**config.mk**
```make
export PLATFORM = sky130hd
export DESIGN_NAME = seq_detector_param
export DESIGN_NICKNAME = d
export VERILOG_FILES = /design/src/rtl/seq_det_pkg.sv /design/src/rtl/seq_det_hist.sv /design/src/rtl/seq_detector_param.sv
export SDC_FILE = /design/constraint.sdc
export NUM_CORES = 1
export LEC_CHECK = 0
export CORE_UTILIZATION = 52
export DETAILED_ROUTE_END_ITERATION = 16
export HOLD_SLACK_MARGIN = 0.03
export PLACE_DENSITY = 0.78
export SYNTH_ARGS = -nofsm -noshare
export SYNTH_HDL_FRONTEND = slang
export SYNTH_SLANG_ARGS = --single-unit
```
**constraint.sdc**
```tcl
create_clock -name clk -period 3.6 [get_ports clk]
set_clock_uncertainty 0.1 [all_clocks]
set_input_delay 0.72 -clock clk [delete_from_list [all_inputs] [get_ports clk]]
set_output_delay 0.72 -clock clk [all_outputs]
set_load 0.02 [all_outputs]
```
**src/rtl/seq_det_pkg.sv**
```systemverilog
// Shared types and helpers for the parametrised serial sequence detector.
package seq_det_pkg;

  localparam int unsigned MAX_LEN_DEF = 8;

  typedef enum logic {
    MODE_NONOVL = 1'b0,
    MODE_OVL    = 1'b1
  } ovl_mode_e;

  function automatic int unsigned len_w(input int unsigned max_len);
    return $clog2(max_len + 1);
  endfunction

  // Low 'len' bits set; callers truncate to their pattern width.
  function automatic logic [31:0] len_mask(input int unsigned len);
    if (len >= 32) return '1;
    return (32'd1 << len) - 32'd1;
  endfunction

endpackage

```
**src/rtl/seq_det_hist.sv**
```systemverilog
// Bit history shift register with a saturating fill counter.
module seq_det_hist #(
  parameter int unsigned MAX_LEN = 8,
  parameter int unsigned FILL_W  = 4
) (
  input  logic               clk,
  input  logic               reset_n,
  input  logic               accept_i,
  input  logic               x_i,
  input  logic               clear_i,
  output logic [MAX_LEN-1:0] hist_nxt_o,
  output logic [FILL_W-1:0]  fill_nxt_o
);

  logic [MAX_LEN-1:0] hist_q;
  logic [FILL_W-1:0]  fill_q;

  always_comb begin
    hist_nxt_o = {hist_q[MAX_LEN-2:0], x_i};
    fill_nxt_o = fill_q;
    if (fill_q != FILL_W'(MAX_LEN)) fill_nxt_o = fill_q + 1'b1;
  end

  // Clear wins over accept so a non-overlapping match restarts from empty.
  always_ff @(posedge clk) begin
    if (!reset_n || clear_i) begin
      hist_q <= '0;
      fill_q <= '0;
    end else if (accept_i) begin
      hist_q <= hist_nxt_o;
      fill_q <= fill_nxt_o;
    end
  end

endmodule

```
**src/rtl/seq_detector_param.sv**
```systemverilog
// Runtime-configurable serial sequence detector with registered match pulse
// and saturating match counter.
module seq_detector_param
  import seq_det_pkg::*;
#(
  parameter int unsigned MAX_LEN = MAX_LEN_DEF,
  parameter int unsigned CNT_W   = 8,
  parameter int unsigned LEN_W   = len_w(MAX_LEN)
) (
  input  logic               clk,
  input  logic               reset_n,
  input  logic               cfg_load,
  input  logic [MAX_LEN-1:0] cfg_pattern,
  input  logic [LEN_W-1:0]   cfg_len,
  input  logic               cfg_overlap,
  input  logic               in_valid,
  input  logic               x,
  input  logic               clr_count,
  output logic               z,
  output logic [CNT_W-1:0]   match_count,
  output logic               cfg_err
);

  logic [MAX_LEN-1:0] pat_q;
  logic [LEN_W-1:0]   len_q;
  ovl_mode_e          ovl_q;
  logic               cfg_err_q;
  logic               z_q;
  logic [CNT_W-1:0]   cnt_q;

  logic               accept;
  logic               match;
  logic               hist_clear;
  logic [MAX_LEN-1:0] hist_nxt;
  logic [LEN_W-1:0]   fill_nxt;
  logic [MAX_LEN-1:0] mask;

  assign accept     = in_valid && !cfg_load && !cfg_err_q;
  assign mask       = MAX_LEN'(len_mask(int'(len_q)));
  assign match      = accept && (fill_nxt >= len_q) && (((hist_nxt ^ pat_q) & mask) == '0);
  assign hist_clear = cfg_load || (match && (ovl_q == MODE_NONOVL));

  seq_det_hist #(
    .MAX_LEN (MAX_LEN),
    .FILL_W  (LEN_W)
  ) u_hist (
    .clk        (clk),
    .reset_n    (reset_n),
    .accept_i   (accept),
    .x_i        (x),
    .clear_i    (hist_clear),
    .hist_nxt_o (hist_nxt),
    .fill_nxt_o (fill_nxt)
  );

  always_ff @(posedge clk) begin
    if (!reset_n) begin
      pat_q     <= '0;
      len_q     <= LEN_W'(MAX_LEN);
      ovl_q     <= MODE_OVL;
      cfg_err_q <= 1'b0;
      z_q       <= 1'b0;
      cnt_q     <= '0;
    end else begin
      z_q <= match;
      if (cfg_load) begin
        pat_q     <= cfg_pattern;
        len_q     <= cfg_len;
        ovl_q     <= ovl_mode_e'(cfg_overlap);
        cfg_err_q <= (cfg_len == '0) || (cfg_len > LEN_W'(MAX_LEN));
      end
      if (clr_count) cnt_q <= '0;
      else if (match && (cnt_q != '1)) cnt_q <= cnt_q + 1'b1;
    end
  end

  assign z           = z_q;
  assign match_count = cnt_q;
  assign cfg_err     = cfg_err_q;

endmodule

```
-- Yosys cells after proc, flatten, opt, wreduce, memory -nomap -nowiden
Index checks and enable logic that the tools add are counted.
- flip-flop bits (word level): 34
- bits of input ports: 19
- output and inout bits: 10
- word-level logic and storage cells: 36
- add/sub/neg operators: 3
- $lt $le $gt $ge: 2
- equal/unequal tests: 2
- shift-type cells: 1
- muxes and demuxes: 1
- bitwise operators: 4
- reductions and logical operators: 15
- operator list (operator ; count):
    8-bit by 1-bit adder with 8-bit output, second input constant ; 1
    8-bit bitwise AND ; 1
    8-bit logical NOT ; 1
    8-bit != test, second input constant ; 1
    1-bit by 4-bit left shift with 8-bit output, first input constant ; 1
    8-bit by 1-bit subtractor with 8-bit output, second input constant ; 1
    8-bit bitwise XOR ; 1
    1-bit logical AND ; 6
    4-bit by 1-bit adder with 4-bit output, second input constant ; 1
    4-bit >= comparator ; 1
    4-bit > comparator, second input constant ; 1
    4-bit logical NOT ; 1
    4-bit two-way mux ; 1
    4-bit != test, second input constant ; 1
    1-bit logical NOT ; 3
    1-bit logical OR ; 3
    1-bit inverter ; 2
    2-bit OR reduction ; 1

-- Logic depth before layout (Yosys ltp)
- word-level depth: 8
- mapped depth: 13
- depth with buffers taken out: 12

-- Cells and area by module
A second synthesis with hierarchy kept.
- cells, all modules: 209
- area total of the unflattened synthesis: 1920.6 µm²
- modules (own cells, without submodules) (module ; times used ; cells each ; area an instance (µm²) ; seq. area each (µm²)):
    seq_detector_param ; 1 ; 158 ; 1401.3 ; 460.4
    seq_det_hist ; 1 ; 51 ; 519.2 ; 220.2

-- Worst setup path before layout
Ideal clock, no wire load.
- path type: reg2reg
- start point: reg len_q[3]
- end point: reg cnt_q[6] (netlist: match_count[6])
- setup time: 0.086 ns
- arrival: 2.590 ns
- required time: 3.414 ns
- path slack: 0.825 ns
- stages on the path, launching flop included: 11
- path buffers: 2
- clock period less this slack: 2.775 ns
- path through: dfxtp_1 > buf_6 > or4_4 > ha_1 > and2_1 > and3_1 > a211o_1 > o2111ai_2 > buf_2 > nor3_1 > a211oi_1
- cells in the longest elaborated chain, start to end: 6
- elaborated cells on any way between the ends: 8
- those cells by class: add/sub: 1; order compare: 1; shift: 1; bitwise: 1; reduce/logical: 4
- ends and longest elaborated chain (element ; line ; text):
    from (decl) ; seq_detector_param.sv:25 ; logic [LEN_W-1:0] len_q;
    from (signal assigned) ; seq_detector_param.sv:59 ; len_q <= LEN_W'(MAX_LEN);
    from (signal assigned) ; seq_detector_param.sv:68 ; len_q <= cfg_len;
    1-bit by 4-bit left shift with 8-bit output ; seq_det_pkg.sv:18 ; return (32'd1 << len) - 32'd1;
    8-bit by 1-bit subtractor with 8-bit output ; seq_det_pkg.sv:18 ;
    8-bit bitwise AND ; seq_detector_param.sv:40 ; assign match = accept && (fill_nxt >= len_q) && (((hist_nxt ^ pat_q) & mask) == '0);
    8-bit logical NOT ; seq_detector_param.sv:40 ;
    1-bit logical AND * ; seq_detector_param.sv:40 ;
    1-bit logical AND * ; seq_detector_param.sv:73 ; else if (match && (cnt_q != '1)) cnt_q <= cnt_q + 1'b1;
    to (signal assigned) ; seq_detector_param.sv:73 ;
    to (decl) ; seq_detector_param.sv:29 ; logic [CNT_W-1:0] cnt_q;
Every way passes the cells marked *; elsewhere a longest branch is shown, timed or not.
A chain may end at the register's enable or synchronous reset.

-- Worst setup path after layout
- start point: reg len_q[3]
- end point: reg u_hist.hist_q[1]
- cells in the longest elaborated chain, start to end: 8
- elaborated cells on any way between the ends: 10
- those cells by class: add/sub: 1; order compare: 1; shift: 1; bitwise: 1; reduce/logical: 6
- ends and longest elaborated chain (element ; line ; text):
    1-bit by 4-bit left shift with 8-bit output ; seq_det_pkg.sv:18 ;
    8-bit by 1-bit subtractor with 8-bit output ; seq_det_pkg.sv:18 ;
    8-bit bitwise AND ; seq_detector_param.sv:40 ;
    8-bit logical NOT ; seq_detector_param.sv:40 ;
    1-bit logical AND * ; seq_detector_param.sv:40 ;
    1-bit logical AND * ; seq_detector_param.sv:41 ; assign hist_clear = cfg_load || (match && (ovl_q == MODE_NONOVL));
    1-bit logical OR * ; seq_detector_param.sv:41 ;
    1-bit logical OR * ; seq_det_hist.sv:26 ; if (!reset_n || clear_i) begin
    to (signal assigned) ; seq_det_hist.sv:30 ; hist_q <= hist_nxt_o;
    to (decl) ; seq_det_hist.sv:15 ; logic [MAX_LEN-1:0] hist_q;
Marked as above.

==> impl_metrics.json <==
{
  "status": "finished clean",
  "syn-num-nets": 230,
  "cp_slowest_cell": "o2111ai_2",
  "ir_drop_uv": 280,
  "relSlewSlack_pct": 54.4,
  "clkSinkCount": 34,
  "r2r_setup_slack_ns": 0.40,
  "ctsRootBufferMaster": "clkbuf_4",
  "vias": 1520,
  "track_usage_pct": 24.8,
  "worstPathRequired_ns": 3.78,
  "maxCapViolCount": 0,
  "routedWlPerCell_um": 14.1,
  "cts_buffers": 5,
  "place_hpwl_um": 2850,
  "ys_seq_elements": 34,
  "htree_levels": 2,
  "ys_warn_count": 0,
  "ys_types": 39,
  "syn_area_per_cell_um2": 8.72,
  "critical_path.endpoint": "u_hist.hist_q[1]",
  "p_leak_nw": 0.829,
  "vias_per_cell": 5.53,
  "grt_pass1_wl_um": 6670,
  "worst_pin_slew_ns": 0.684,
  "io_buffers": 28,
  "fin_crit_sh_pct": 89.0,
  "r2r_cells": 9,
  "placed_cells": 267,
  "num_rows": 20,
  "worstSetupPathType": "register to register",
  "min_path_type": "register to register",
  "worstSetupEndpointType": "register",
  "cts_setup_buffers": 0,
  "arrival_ns": 3.38,
  "num_io_pins": 29,
  "routabilityCongestion": 0.904,
  "drtIter0Drc": 92,
  "syn_area_mm2": 0.00177,
  "worstPathCellList": "or4_4, ha_1, and2_1, and3_1, a211o_1, o2111ai_2, o21ai_0, buf_4, nor2_1",
  "grt-ovfl-total": 0,
  "clk_path_buf_depth": 2,
  "die_w_um": 60.3,
  "final-setup-viol-count": 0,
  "maxSlewViolCount": 0,
  "crit_start": "len_q[3]",
  "nFillCells": 258,
  "holdWs_ns": 0.394,
  "hp-start": "ovl_q",
  "grt_pass1_vias": 1504,
  "antenna_found_initial": 0,
  "drt_pass1_iterations": 4,
  "area_growth_pct": 21.9,
  "clock.fmax_mhz": 312,
  "slowest_delay_ns": 0.59,
  "core-area_mm2": 0.00313,
  "rsz0062_at_grt": "false",
  "powerDensity_mw_per_mm2": 357,
  "syn-instance-count": 203,
  "total_power_uw": 770,
  "final_cells": 275,
  "fin_crit_ns": 3.20,
  "clock_latency_ns": 0.34,
  "drt.antenna.violating_nets": 0,
  "initial_utilization_pct": 56.6,
  "clkTransAtPathRegs_ns": 0.10,
  "wl_um": 3870,
  "timing.rr.end": "u_hist.hist_q[1]",
  "dieArea_mm2": 0.00364,
  "worst_setup_path_start_kind": "register",
  "die_h_um": 60.3,
  "cts_tree": "yes",
  "layout-drive-gt1-share_pct": 6.93,
  "grt_max_degree": 19,
  "cp_max_fo": 18,
  "antenna_cells": 0,
  "drc": 0,
  "finalSetupTns_ns": 0,
  "cts_hold_buf": 0,
  "worstReg2RegStart": "len_q[3]",
  "final_nets": 257,
  "hold_violations": 0,
  "ys_seq_area_share_pct": 38.5,
  "cts_resized": 0
}
stage by stage:
| stage | cell area [µm²] | worst slack, ns | util, % |
|---|---|---|---|
| final | 2160 | 0.397 | 68.9 |
| after global routing | 2160 | 0.258 | 68.9 |
| after CTS | 2160 | 0.448 | 68.9 |
| after detailed placement | 2080 | 0.433 | 66.4 |
| after global placement | 2080 | 0.554 | 66.4 |
| after floorplan | 1770 | 0.825 | - |
worst min path at each step:
stage                     endpoint  slack, ns  cells after the start
finish                       ovl_q       0.39                      2
global route        match_count[6]       0.43                      1
CTS                 match_count[6]       0.39                      1
detailed placement           ovl_q       0.37                      2
global placement             ovl_q       0.35                      2
floorplan                    ovl_q       0.33                      2
worst max-delay path, delay by kind of cell (launching register included):
kind / cells / cell delay [ns]
DFF: 1 / 0.41
and+or+nand+nor: 4 / 1.07
adders and majority gates: 1 / 0.30
buffers and inverters: 1 / 0.21
AOI/OAI and AO/OA: 3 / 1.04
final cells by class:
type	count	area [µm²]	area share, %
Clock buffer	5	37.5	1.74
Clock inverter	3	40.0	1.86
Inverter	12	45.0	2.09
Multi-Input combinational cell	146	995	46.1
Sequential cell	34	681	31.6
Tap cell	44	55.1	2.55
Timing Repair Buffer	31	303	14.0
Yosys cell counts (all sizes together):
| master | count | area, µm² |
|---|---|---|
| or2 | 1 | 6.26 |
| o2111ai | 1 | 15.0 |
| o211ai | 2 | 15.0 |
| a21oi | 13 | 65.1 |
| nand2b | 3 | 18.8 |
| clkbuf | 4 | 15.0 |
| inv | 12 | 45.0 |
| nor4 | 1 | 6.26 |
| nand4 | 1 | 6.26 |
| nand2 | 8 | 30.0 |
| a222oi | 1 | 10.0 |
| nor3 | 4 | 20.0 |
| or3b | 1 | 8.76 |
| o21ba | 1 | 10.0 |
| buf | 7 | 38.8 |
| nor2 | 31 | 116 |
| mux2i | 19 | 190 |
| o31ai | 3 | 22.5 |
| ha | 8 | 100 |
| o41ai | 2 | 17.5 |
| or3 | 1 | 6.26 |
| a221oi | 1 | 8.76 |
| nor3b | 1 | 7.51 |
| dfxtp | 34 | 681 |
| nand3 | 5 | 25.0 |
| o221ai | 1 | 8.76 |
| o21ai | 10 | 50.1 |
| a211o | 1 | 8.76 |
| and2 | 1 | 6.26 |
| or4 | 6 | 48.8 |
| and3 | 2 | 12.5 |
| xor2 | 7 | 61.3 |
| o31a | 1 | 8.76 |
| a211oi | 1 | 7.51 |
| o211a | 1 | 10.0 |
| xnor2 | 7 | 61.3 |
flip-flops by register name (all words and copies together), names as in the netlist:
| name | cells |
|---|---|
| z | 1 |
| len_q | 4 |
| ovl_q | 1 |
| u_hist.hist_q | 7 |
| u_hist.fill_q | 4 |
| cfg_err | 1 |
| pat_q | 8 |
| match_count | 8 |
where the power goes:
group | internal [mW] | total (mW) | switching (mW) | leakage [nW]
combinational | 0.0497 | 0.0939 | 0.0442 | 0.507
clock | 0.144 | 0.277 | 0.134 | 0.0450
sequential | 0.386 | 0.399 | 0.0123 | 0.277
total | 0.580 | 0.770 | 0.190 | 0.829
cell families (layout without fill, tap and decap cells):
logic type / after synthesis / after routing / synth area share (%)
buf+inv: 23 / 51 / 5.59
xor+xnor: 14 / 14 / 6.93
compound gates: 39 / 39 / 14.6
flops: 34 / 34 / 38.5
fa+ha+maj: 8 / 8 / 5.66
simple gates: 66 / 66 / 18.0
mux: 19 / 19 / 10.7
layer usage:
metal	vias to the layer above	GRT usage (%)	routed length [µm]
met5	-	0	0
met4	0	12.3	84
met3	9	5.12	190
met2	47	41.1	1880
met1	701	30.5	1720
li1	763	-	-
layout by cell type (no fill, tap or decap), drive strengths merged, types with 2 or more instances in the layout:
cell type,Yosys,routed
nor3,4,4
xnor2,7,7
o41ai,2,2
clkinv,0,2
nand2b,3,3
mux2i,19,19
clkbuf,4,5
o211ai,2,2
nor2,31,31
or4,6,6
buf,7,3
a21oi,13,13
o31ai,3,3
clkdlybuf4s50,0,28
dfxtp,34,34
inv,12,12
xor2,7,7
nand2,8,8
and3,2,2
ha,8,8
nand3,5,5
o21ai,10,10
Power figures use the tool's default switching activity.
